## config.mk

```make
export PLATFORM = sky130hd
export DESIGN_NAME = ir_key_queue_ctrl
export DESIGN_NICKNAME = d
export VERILOG_FILES = /design/src/rtl/ir_key_pkg.sv /design/src/rtl/ir_key_fifo.sv /design/src/rtl/ir_key_queue_ctrl.sv
export SDC_FILE = /design/constraint.sdc
export NUM_CORES = 1
export LEC_CHECK = 0
export ABC_CLOCK_PERIOD_IN_PS = 11900
export CAP_MARGIN = 20
export CORE_MARGIN = 2
export CORE_UTILIZATION = 40
export DETAILED_ROUTE_END_ITERATION = 6
export PLACE_DENSITY = 0.62
export SLEW_MARGIN = 20
export SYNTH_ARGS = -nofsm -noshare
export SYNTH_HDL_FRONTEND = slang
export SYNTH_SLANG_ARGS = --single-unit
```

## constraint.sdc

```tcl
create_clock -name i_cpu_clk -period 11.9 [get_ports i_cpu_clk]
set_clock_uncertainty 0.1 [all_clocks]
set_input_delay 1.785 -clock i_cpu_clk [delete_from_list [all_inputs] [get_ports i_cpu_clk]]
set_output_delay 1.785 -clock i_cpu_clk [all_outputs]
set_load 0.03 [all_outputs]
```

## src/rtl/ir_key_pkg.sv

```systemverilog
// Shared definitions for the IR key event queue: register map, bit positions,
// FSM encoding and the queued entry layout.
package ir_key_pkg;

  localparam logic [2:0] REG_HEAD   = 3'd0;
  localparam logic [2:0] REG_STATUS = 3'd1;
  localparam logic [2:0] REG_CTRL   = 3'd2;
  localparam logic [2:0] REG_FILT   = 3'd3;
  localparam logic [2:0] REG_CLR    = 3'd4;
  localparam logic [2:0] REG_FLUSH  = 3'd5;

  localparam int unsigned ST_FULL = 7;
  localparam int unsigned ST_OVF  = 8;
  localparam int unsigned ST_CHK  = 9;
  localparam int unsigned ST_REP  = 10;
  localparam int unsigned ST_IE   = 11;

  localparam int unsigned CTRL_IE   = 0;
  localparam int unsigned CTRL_FILT = 1;
  localparam int unsigned CTRL_REP  = 2;

  typedef enum logic {
    StIdle  = 1'b0,
    StCheck = 1'b1
  } state_e;

  typedef struct packed {
    logic [7:0] addr8;
    logic [7:0] cmd8;
  } entry_t;

  // High byte of a frame must be the bitwise inverse of the command byte.
  function automatic logic cmd_ok(input logic [15:0] data);
    return data[15:8] == ~data[7:0];
  endfunction

endpackage

```

## src/rtl/ir_key_fifo.sv

```systemverilog
// Synchronous FIFO with flush; count is a separate register so a full queue
// is distinguishable from an empty one with wrapped pointers.
module ir_key_fifo #(
  parameter int unsigned DEPTH = 8,
  parameter int unsigned WIDTH = 16
) (
  input  logic             i_clk,
  input  logic             i_rst_n,
  input  logic             i_push,
  input  logic [WIDTH-1:0] i_wdata,
  input  logic             i_pop,
  input  logic             i_flush,
  output logic [WIDTH-1:0] o_rdata,
  output logic [6:0]       o_count,
  output logic             o_full,
  output logic             o_empty
);

  localparam int unsigned AW = (DEPTH > 1) ? $clog2(DEPTH) : 1;

  logic [WIDTH-1:0] r_mem [DEPTH];
  logic [AW-1:0]    r_wr_ptr;
  logic [AW-1:0]    r_rd_ptr;
  logic [6:0]       r_count;
  logic             w_do_push;
  logic             w_do_pop;

  assign o_count = r_count;
  assign o_full  = (r_count == 7'(DEPTH));
  assign o_empty = (r_count == 7'd0);
  assign o_rdata = r_mem[r_rd_ptr];

  // A pop in the same cycle frees the slot a full-queue push needs.
  assign w_do_pop  = i_pop && !o_empty;
  assign w_do_push = i_push && (!o_full || w_do_pop);

  always_ff @(posedge i_clk or negedge i_rst_n) begin
    if (!i_rst_n) begin
      r_wr_ptr <= '0;
      r_rd_ptr <= '0;
      r_count  <= 7'd0;
    end else if (i_flush) begin
      r_wr_ptr <= '0;
      r_rd_ptr <= '0;
      r_count  <= 7'd0;
    end else begin
      if (w_do_push) r_wr_ptr <= r_wr_ptr + 1'b1;
      if (w_do_pop)  r_rd_ptr <= r_rd_ptr + 1'b1;
      case ({w_do_push, w_do_pop})
        2'b10:   r_count <= r_count + 7'd1;
        2'b01:   r_count <= r_count - 7'd1;
        default: r_count <= r_count;
      endcase
    end
  end

  always_ff @(posedge i_clk) begin
    if (w_do_push) r_mem[r_wr_ptr] <= i_wdata;
  end

endmodule

```

## src/rtl/ir_key_queue_ctrl.sv

```systemverilog
// Validates decoded IR frames (complement, address filter, repeat holdoff) and
// queues accepted key events for the CPU behind a small register map.
module ir_key_queue_ctrl
  import ir_key_pkg::*;
#(
  parameter int unsigned FIFO_DEPTH     = 8,
  parameter int unsigned HOLDOFF_CYCLES = 5500000,
  parameter int unsigned HOLD_W         = 23
) (
  input  logic        i_cpu_clk,
  input  logic        i_cpu_reset_n,
  input  logic        i_cpu_cs,
  input  logic        i_cpu_read,
  input  logic        i_cpu_write,
  input  logic [2:0]  i_cpu_addr,
  input  logic [15:0] i_cpu_wrdata,
  output logic [15:0] o_cpu_rddata,
  output logic        o_cpu_irq,
  input  logic        i_dec_valid,
  input  logic [15:0] i_dec_data,
  input  logic [15:0] i_dec_addr
);

  localparam logic [HOLD_W-1:0] HOLD_RELOAD = HOLD_W'(HOLDOFF_CYCLES);

  state_e            r_state;
  logic [15:0]       r_data;
  logic [15:0]       r_addr;
  logic [2:0]        r_ctrl;
  logic [15:0]       r_filter;
  logic [HOLD_W-1:0] r_hold;
  entry_t            r_last;
  logic              r_ovf;
  logic              r_chk;
  logic              r_rep;
  logic [15:0]       r_rddata;
  logic              r_irq;

  logic        w_rd;
  logic        w_wr;
  logic        w_pop;
  logic        w_pop_eff;
  logic        w_flush;
  logic        w_clr;
  entry_t      w_entry;
  logic        w_filt_miss;
  logic        w_rep_hit;
  logic        w_push;
  logic        w_reload;
  logic        w_set_chk;
  logic        w_set_rep;
  logic        w_set_ovf;
  logic [15:0] w_fifo_rdata;
  logic [6:0]  w_count;
  logic        w_fifo_full;
  logic        w_fifo_empty;
  logic [15:0] w_status;

  assign w_rd      = i_cpu_cs && i_cpu_read;
  assign w_wr      = i_cpu_cs && i_cpu_write;
  assign w_pop     = w_rd && (i_cpu_addr == REG_HEAD);
  assign w_pop_eff = w_pop && !w_fifo_empty;
  assign w_flush   = w_wr && (i_cpu_addr == REG_FLUSH);
  assign w_clr     = w_wr && (i_cpu_addr == REG_CLR);

  assign w_entry     = '{addr8: r_addr[7:0], cmd8: r_data[7:0]};
  assign w_filt_miss = r_ctrl[CTRL_FILT] && (r_addr != r_filter);
  assign w_rep_hit   = r_ctrl[CTRL_REP] && (r_hold != '0) && (w_entry == r_last);

  assign w_status = {4'd0, r_ctrl[CTRL_IE], r_rep, r_chk, r_ovf, w_fifo_full, w_count};

  always_comb begin
    w_push    = 1'b0;
    w_reload  = 1'b0;
    w_set_chk = 1'b0;
    w_set_rep = 1'b0;
    w_set_ovf = 1'b0;
    if (r_state == StCheck) begin
      if (!cmd_ok(r_data)) begin
        w_set_chk = 1'b1;
      end else if (!w_filt_miss) begin
        if (w_rep_hit) begin
          w_set_rep = 1'b1;
          w_reload  = 1'b1;
        end else if (w_fifo_full && !w_pop_eff) begin
          w_set_ovf = 1'b1;
        end else begin
          w_push   = 1'b1;
          w_reload = 1'b1;
        end
      end
      // The FSM cannot latch a new frame while it is still judging one.
      if (i_dec_valid) w_set_ovf = 1'b1;
    end
  end

  ir_key_fifo #(
    .DEPTH (FIFO_DEPTH),
    .WIDTH (16)
  ) u_fifo (
    .i_clk   (i_cpu_clk),
    .i_rst_n (i_cpu_reset_n),
    .i_push  (w_push),
    .i_wdata (w_entry),
    .i_pop   (w_pop),
    .i_flush (w_flush),
    .o_rdata (w_fifo_rdata),
    .o_count (w_count),
    .o_full  (w_fifo_full),
    .o_empty (w_fifo_empty)
  );

  always_ff @(posedge i_cpu_clk or negedge i_cpu_reset_n) begin
    if (!i_cpu_reset_n) begin
      r_state  <= StIdle;
      r_data   <= '0;
      r_addr   <= '0;
      r_ctrl   <= '0;
      r_filter <= '0;
      r_hold   <= '0;
      r_last   <= '0;
      r_ovf    <= 1'b0;
      r_chk    <= 1'b0;
      r_rep    <= 1'b0;
      r_rddata <= '0;
      r_irq    <= 1'b0;
    end else begin
      case (r_state)
        StIdle: begin
          if (i_dec_valid) begin
            r_data  <= i_dec_data;
            r_addr  <= i_dec_addr;
            r_state <= StCheck;
          end
        end
        StCheck: r_state <= StIdle;
        default: r_state <= StIdle;
      endcase

      if (w_reload) begin
        r_hold <= HOLD_RELOAD;
      end else if (r_hold != '0) begin
        r_hold <= r_hold - 1'b1;
      end
      if (w_push) r_last <= w_entry;

      // Clear first so a same-cycle set event takes precedence.
      if (w_clr) begin
        if (i_cpu_wrdata[ST_OVF]) r_ovf <= 1'b0;
        if (i_cpu_wrdata[ST_CHK]) r_chk <= 1'b0;
        if (i_cpu_wrdata[ST_REP]) r_rep <= 1'b0;
      end
      if (w_set_ovf) r_ovf <= 1'b1;
      if (w_set_chk) r_chk <= 1'b1;
      if (w_set_rep) r_rep <= 1'b1;

      if (w_wr && (i_cpu_addr == REG_CTRL)) r_ctrl   <= i_cpu_wrdata[2:0];
      if (w_wr && (i_cpu_addr == REG_FILT)) r_filter <= i_cpu_wrdata;

      if (w_rd) begin
        case (i_cpu_addr)
          REG_HEAD:   r_rddata <= w_fifo_empty ? 16'h0000 : w_fifo_rdata;
          REG_STATUS: r_rddata <= w_status;
          REG_CTRL:   r_rddata <= {13'd0, r_ctrl};
          REG_FILT:   r_rddata <= r_filter;
          default:    r_rddata <= 16'h0000;
        endcase
      end

      r_irq <= r_ctrl[CTRL_IE] && (w_count != 7'd0);
    end
  end

  assign o_cpu_rddata = r_rddata;
  assign o_cpu_irq    = r_irq;

endmodule

```

Yosys cells after proc, flatten, opt, wreduce, memory -nomap -nowiden

Memory sizes are Yosys's and may differ from the RTL's.
Cells that the tools add are included.

Register bits: 124
RAM bits: 128
Input bits: 57
Output and inout port bits: 17
Word-level logic and storage cells: 115
Memories: 1

Memory list:

| memory       | words | bits a word | read ports | clocked after Yosys merged registers in | wr ports | RTL line          | source |
|---|---|---|---|---|---|---|---|
| u_fifo.r_mem | 8     | 16          | 1          | 0                                       | 1        | ir_key_fifo.sv:21 | `logic [WIDTH-1:0] r_mem [DEPTH];` |

Add/subtract/negate cells: 5
Equal/unequal tests: 11
Mux-type cells: 44
Bitwise gates (word level): 2
Reduce and logical (&&, ||, !) cells: 36

Operator list:

| cell                                               | number |
|---|---|
| one-hot mux 16 bit (4 select lines)                | 1 |
| 2-to-1 mux 23 bit                                  | 2 |
| 2-to-1 mux 1 bit                                   | 33 |
| nonzero test 23 bit                                | 1 |
| subtractor 23 x 1 -> 23 bit, second input constant | 1 |
| nonzero test 2 bit                                 | 9 |
| == test 16 bit                                     | 1 |
| 2-to-1 mux 16 bit                                  | 1 |
| != test 16 bit                                     | 1 |
| logical AND 1 bit                                  | 14 |
| one-hot mux 7 bit (2 select lines)                 | 1 |
| 2-to-1 mux 3 bit                                   | 4 |
| == test 8 bit                                      | 1 |
| inverter 8 bit                                     | 1 |
| AND reduction 2 bit                                | 4 |
| adder 7 x 1 -> 7 bit, second input constant        | 1 |
| == test 7 x 4 -> 1 bit, second input constant      | 1 |
| logical NOT 7 bit                                  | 1 |
| 2-to-1 mux 7 bit                                   | 1 |
| nonzero test 7 bit                                 | 1 |
| subtractor 7 x 1 -> 7 bit, second input constant   | 1 |
| adder 3 x 1 -> 3 bit, second input constant        | 2 |
| == test 3 x 2 -> 1 bit, second input constant      | 2 |
| == test 3 bit, second input constant               | 2 |
| other kinds (9)                                    | 11 |

Depth between registers and ports, before layout

Depth after elaboration: 14
Gate-level depth with buffers: 17

Cells and area by module

From an unflattened synthesis, not the netlist that was laid out.

Cells, all modules: 738
Area total of the unflattened synthesis: 11,065.6 um^2

Modules (own cells, without submodules):

| module            | times used | cells an instance | area an instance (um^2) | seq. area each (um^2) |
|---|---|---|---|---|
| ir_key_fifo       | 1          | 285               | 5,738.0                 | 4,169.0 |
| ir_key_queue_ctrl | 1          | 453               | 5,327.6                 | 2,777.7 |

Worst setup path before layout

No wires, ideal clock.

Path kind: input to register
From: in i_cpu_read
To: mem u_fifo.r_mem[1][0] (enable)
Arrival time: 4.780 ns
Path slack: 6.590 ns
Stages on the path: 7
Cell sequence: nand2_1 or2_2 clkbuf_1 o311a_1 or2_4 buf_6 nor4_1

Word-level cells in the longest chain between the ends: 13
Elaborated cells between the ends (all ways): 14

RTL lines:

| what                                       | RTL line                                   | source |
|---|---|---|
| start, declared                            | ir_key_queue_ctrl.sv:13                    | `input logic i_cpu_read,` |
| logical AND 1 bit (*)                      | ir_key_queue_ctrl.sv:59                    | `assign w_rd = i_cpu_cs && i_cpu_read;` |
| logical AND 1 bit (*)                      | ir_key_queue_ctrl.sv:61                    | `assign w_pop = w_rd && (i_cpu_addr == REG_HEAD);` |
| logical AND 1 bit (*)                      | ir_key_fifo.sv:34, ir_key_queue_ctrl.sv:62 |  |
| logical NOT 1 bit                          | ir_key_queue_ctrl.sv:85                    | `end else if (w_fifo_full && !w_pop_eff) begin` |
| logical AND 1 bit                          | ir_key_queue_ctrl.sv:85                    |  |
| 2-to-1 mux 1 bit                           | ir_key_queue_ctrl.sv:85                    |  |
| 2-to-1 mux 1 bit                           | ir_key_queue_ctrl.sv:82                    | `if (w_rep_hit) begin` |
| 2-to-1 mux 1 bit                           | ir_key_queue_ctrl.sv:81                    | `end else if (!w_filt_miss) begin` |
| 2-to-1 mux 1 bit                           | ir_key_queue_ctrl.sv:79                    | `if (!cmd_ok(r_data)) begin` |
| 2-to-1 mux 1 bit                           | ir_key_queue_ctrl.sv:78                    | `if (r_state == StCheck) begin` |
| logical AND 1 bit (*)                      | ir_key_fifo.sv:35                          | `assign w_do_push = i_push && (!o_full \|\| w_do_pop);` |
| 2-to-1 mux 1 bit (*)                       | ir_key_fifo.sv:58                          | `if (w_do_push) r_mem[r_wr_ptr] <= i_wdata;` |
| 2-to-1 mux 1 bit (not written as such) (*) | ir_key_fifo.sv:58                          |  |
| end, declared                              | ir_key_fifo.sv:21                          |  |

Mark *: on every way between the ends. The rest lies on a longest branch, timed or not.

Worst setup path in the final report

From: in i_cpu_cs
To: reg u_fifo.r_count[6], in the netlist u_fifo.o_count[6]

Word-level cells in the longest chain between the ends: 14
Elaborated cells between the ends (all ways): 19

RTL lines:

| what                                                           | RTL line                                   | source |
|---|---|---|
| start, declared                                                | ir_key_queue_ctrl.sv:12                    | `input logic i_cpu_cs,` |
| logical AND 1 bit                                              | ir_key_queue_ctrl.sv:59                    |  |
| logical AND 1 bit                                              | ir_key_queue_ctrl.sv:61                    |  |
| logical AND 1 bit                                              | ir_key_fifo.sv:34, ir_key_queue_ctrl.sv:62 |  |
| logical NOT 1 bit                                              | ir_key_queue_ctrl.sv:85                    |  |
| logical AND 1 bit                                              | ir_key_queue_ctrl.sv:85                    |  |
| 2-to-1 mux 1 bit                                               | ir_key_queue_ctrl.sv:85                    |  |
| 2-to-1 mux 1 bit                                               | ir_key_queue_ctrl.sv:82                    |  |
| 2-to-1 mux 1 bit                                               | ir_key_queue_ctrl.sv:81                    |  |
| 2-to-1 mux 1 bit                                               | ir_key_queue_ctrl.sv:79                    |  |
| 2-to-1 mux 1 bit                                               | ir_key_queue_ctrl.sv:78                    |  |
| logical AND 1 bit                                              | ir_key_fifo.sv:35                          |  |
| == test 2 x 1 -> 1 bit / == test 2 bit (equally long branches) | ir_key_fifo.sv:49                          | `case ({w_do_push, w_do_pop})` |
| one-hot mux 7 bit (2 select lines)                             | ir_key_fifo.sv:49                          |  |
| 2-to-1 mux 7 bit                                               | ir_key_fifo.sv:42                          | `end else if (i_flush) begin` |
| end signal, assigned                                           | ir_key_fifo.sv:50                          | `2'b10: r_count <= r_count + 7'd1;` |
| end signal, assigned                                           | ir_key_fifo.sv:51                          | `2'b01: r_count <= r_count - 7'd1;` |
| end signal, assigned                                           | ir_key_fifo.sv:52                          | `default: r_count <= r_count;` |
| end, declared                                                  | ir_key_fifo.sv:24                          | `logic [6:0] r_count;` |

Parallel ways exist; a longest one is shown, timed or not.
A chain may end at the register's enable or synchronous reset.

==> qor.csv <==
stage,metric,value,unit
run_status,outcome,completed,
timing,slew margin rel.,0.2470,
route,routed vias,6235,
critical_path,Critical-path top delay cell,or2_2,
clock_tree,worst skew pair latency,0.54,ns
floorplan,die area,28780,µm²
timing,final hold viol count,0,
timing,Fmax,174.4,MHz
floorplan,Placement Rows,60,
cells_and_area,"most common cell after layout, fill and taps aside",edfxtp_1,
logic_synthesis,most area-hungry cell type in the Yosys netlist,edfxtp_1,
logic_synthesis,"Seq/Total Area, Yosys",0.6329,
critical_path,WS Path Type,in2reg,
clock_tree,CTS sink count,252,
logic_synthesis,Netlist Area Pre-Place,10980,µm²
logic_synthesis,"Top FF cell, synth",edfxtp_1,
logic_synthesis,"flops & latches, synth",252,
logic_synthesis,number of synthesis warnings,0,
clock_tree,Num CTS Buffers,27,
floorplan,Die Ht,169.6,µm
logic_synthesis,ys async rst share,0.4921,
timing,hold_ws,0.3773,ns
logic_synthesis,post-synthesis cell count,738,
clock_tree,post-CTS resize count,0,
critical_path,Worst setup EP type,register,
pwr,PD cells,189.4,nW/µm²
critical_path,crit start category,primary input,
logic_synthesis,Syn Nets,805,
logic_synthesis,largest cells by area after synthesis,"edfxtp_1, dfrtp_1, mux4_2",
clock_tree,clk root buf,clkbuf_16,
cells_and_area,register area,6948,µm²
cells_and_area,final instance area,13090,µm²
floorplan,Die W,169.6,µm
route,DR WL/cell,19.72,µm
critical_path,"slowest stage delay, CP",0.58,ns
cells_and_area,Area growth syn-to-layout,19.28,%
route,# DRC,0,
cells_and_area,ANT cells,0,
timing,fin. max-slew vios,0,
timing,# setup viols final,0,
floorplan,Ports,74,
clock_tree,clock-pin slew on the worst setup and hold paths,0.07,ns
global_route,Overflow after GRT,0,
floorplan,initial cell density of the core,0.4072,
global_route,vias in the first global route,6296,
cells_and_area,area of the multi-input gates,3896,µm²
global_route,first-pass GRT wire length,36800,µm
place,"worst slack, placed",5.631,ns
clock_tree,CTS Buffer Depth,3,
critical_path,Worst path top cell family by delay,simple AND/OR/NAND/NOR gates,
hold_path,type of the most critical hold path,reg2reg,
critical_path,FF-to-FF setup slack,7.40,ns
flow_run,Max Cap Viol,0,
critical_path,CP Buf/Inv Count,1,
route,DRT Pass-1 Iters,4,
timing,Worst-Margin Slew,1.114,ns
critical_path,Crit Path Max Fanout,21,
logic_synthesis,number of enable flip-flop cells after synthesis,128,
place,placed inst area,12120,µm²
critical_path,worst endpoint data arrival time,6.04,ns
clock_tree,H-tree depth,1,
timing,RSZ-0062 raised after global routing,no,
place,placed wire-length estimate,15840,µm
timing,setup slack after layout,6.167,ns
place,gp weighted congestion,0.8174,
global_route,largest net degree at the start of global routing,68,
global_route,GRT Overall Usage,0.1665,
clock_tree,postcts setup bufs,0,
critical_path,Worst Path Required,12.20,ns
cells_and_area,Util after Layout,0.4857,
timing,"Period Utilization, post-route",0.4817,
pwr,Leak Pwr,0.004835,µW
pwr,Worst VDD drop,0.0001054,V
cells_and_area,Fillers,2334,
route,vias per inst,5.279,
cells_and_area,layout cells sized above 1,0.2202,
logic_synthesis,Netlist cell types,57,
place,# port buffers,73,
timing,setup TNS,0,ns
critical_path,crit-path cells,clkdlybuf4s50_1 > nand2_1 > or2_2 > o311a_1 > or2_4 > ha_1 > fa_1 > a21o_1 > a21oi_1 > o21a_1 > o311ai_0 > xnor2_1 > nor2_1,
logic_synthesis,Synth top area share,0.3502,
clock_tree,hold buffer count at cts,0,
logic_synthesis,"Avg Cell Area, Syn",14.87,µm²
cells_and_area,"commonest non-fill, non-tap cells in the layout","edfxtp_1, dfrtp_1, clkdlybuf4s50_1, mux2_2, nor2_1",
route,number of DRC markers in iteration 0,430,
timing,minimum clock period,5.733,ns
clock_tree,CTS tree,done,
route,Post-Route WL,23280,µm
cells_and_area,Nets,886,
global_route,initial antenna violation count,0,
route,remaining antenna violation count,0,
floorplan,core footprint,26950,µm²
-- registers in the layout, indices dropped and copies added (netlist names) --
name,count
r_data,16
u_fifo.r_mem,128
r_chk,1
r_ctrl,3
r_addr,16
o_cpu_rddata,16
r_rep,1
u_fifo.r_wr_ptr,3
r_filter,16
u_fifo.o_count,7
u_fifo.r_rd_ptr,3
o_cpu_irq,1
r_hold,23
r_state,1
r_ovf,1
r_last,16
-- cell families (layout without fill, tap and decap cells) --
group | after synthesis | after routing | share of synthesized area
buffers and inverters | 45 | 147 | 0.01710
flip-flops | 252 | 252 | 0.6329
adder cells (fa/ha/maj) | 10 | 10 | 0.01208
multiplexers | 128 | 128 | 0.1672
AO/OA/AOI/OAI | 71 | 71 | 0.04366
XOR/XNOR | 65 | 65 | 0.05187
AND/OR/NAND/NOR | 167 | 167 | 0.07513
-- synth_stat cells, drive strengths merged (4+ instances only) --
library cell / n
inv: 11
mux2: 78
buf: 9
nand2b: 4
a21oi: 27
nor2: 59
xnor2: 29
edfxtp: 128
nor3: 14
xor2: 36
nor2b: 6
nand4: 7
mux4: 32
o21ai: 19
or4: 4
nand2: 41
or3: 7
nand3: 4
clkbuf: 25
dfrtp: 124
o41ai: 4
mux2i: 18
ha: 9
nor4: 8
-- cell type report --
type / count / area share
Clock buffer: 31 / 0.05352
Clock inverter: 19 / 0.01873
Inverter: 11 / 0.003154
Multi-Input combinational cell: 441 / 0.2976
Sequential cell: 252 / 0.5307
Tap cell: 341 / 0.03259
Timing Repair Buffer: 86 / 0.06365
-- worst paths after layout --
| check | startpoint | endpoint | cells past startpoint |
|---|---|---|---|
| min reg2reg | o_cpu_rddata[0] | o_cpu_rddata[0] | 2 |
| min | o_cpu_rddata[0] | o_cpu_rddata[0] | 2 |
| max reg2reg | r_data[3] | u_fifo.o_count[5] | 13 |
| max | i_cpu_cs | u_fifo.o_count[6] | 13 |
| min in group asynchronous | i_cpu_reset_n | r_hold[7] | 1 |
| max in group asynchronous | i_cpu_reset_n | u_fifo.r_rd_ptr[0] | 2 |
-- stage by stage --
step | total power, µW | instances
2_1_floorplan | 1438 | 738
3_3_place_gp | 1616 | 1130
3_5_place_dp | 1622 | 1130
4_1_cts | 2511 | 1180
5_1_grt | 2597 | 1181
6_report | 2479 | 1181
-- tightest hold or removal path: cells and delay by family, from the launching register on --
family | cells | cell delay [ns]
flip-flops | 1 | 0.34
AO/OA/AOI/OAI | 1 | 0.06
AND/OR/NAND/NOR | 1 | 0.04
-- power by group --
| part | leakage (µW) | internal (µW) | switching [µW] |
|---|---|---|---|
| Combinational | 0.00169 | 245 | 239 |
| Sequential | 0.00268 | 1010 | 105 |
| Clock | 0.000464 | 535 | 346 |
-- layer usage --
metal	routed length [µm]	up-vias	global-route usage
met1	11170	3177	0.2479
met3	893	37	0.02192
li1	-	2902	-
met5	0	-	0
met4	707	0	0.05203
met2	10520	119	0.2548
Note: power is estimated with default switching activity, not from simulation.
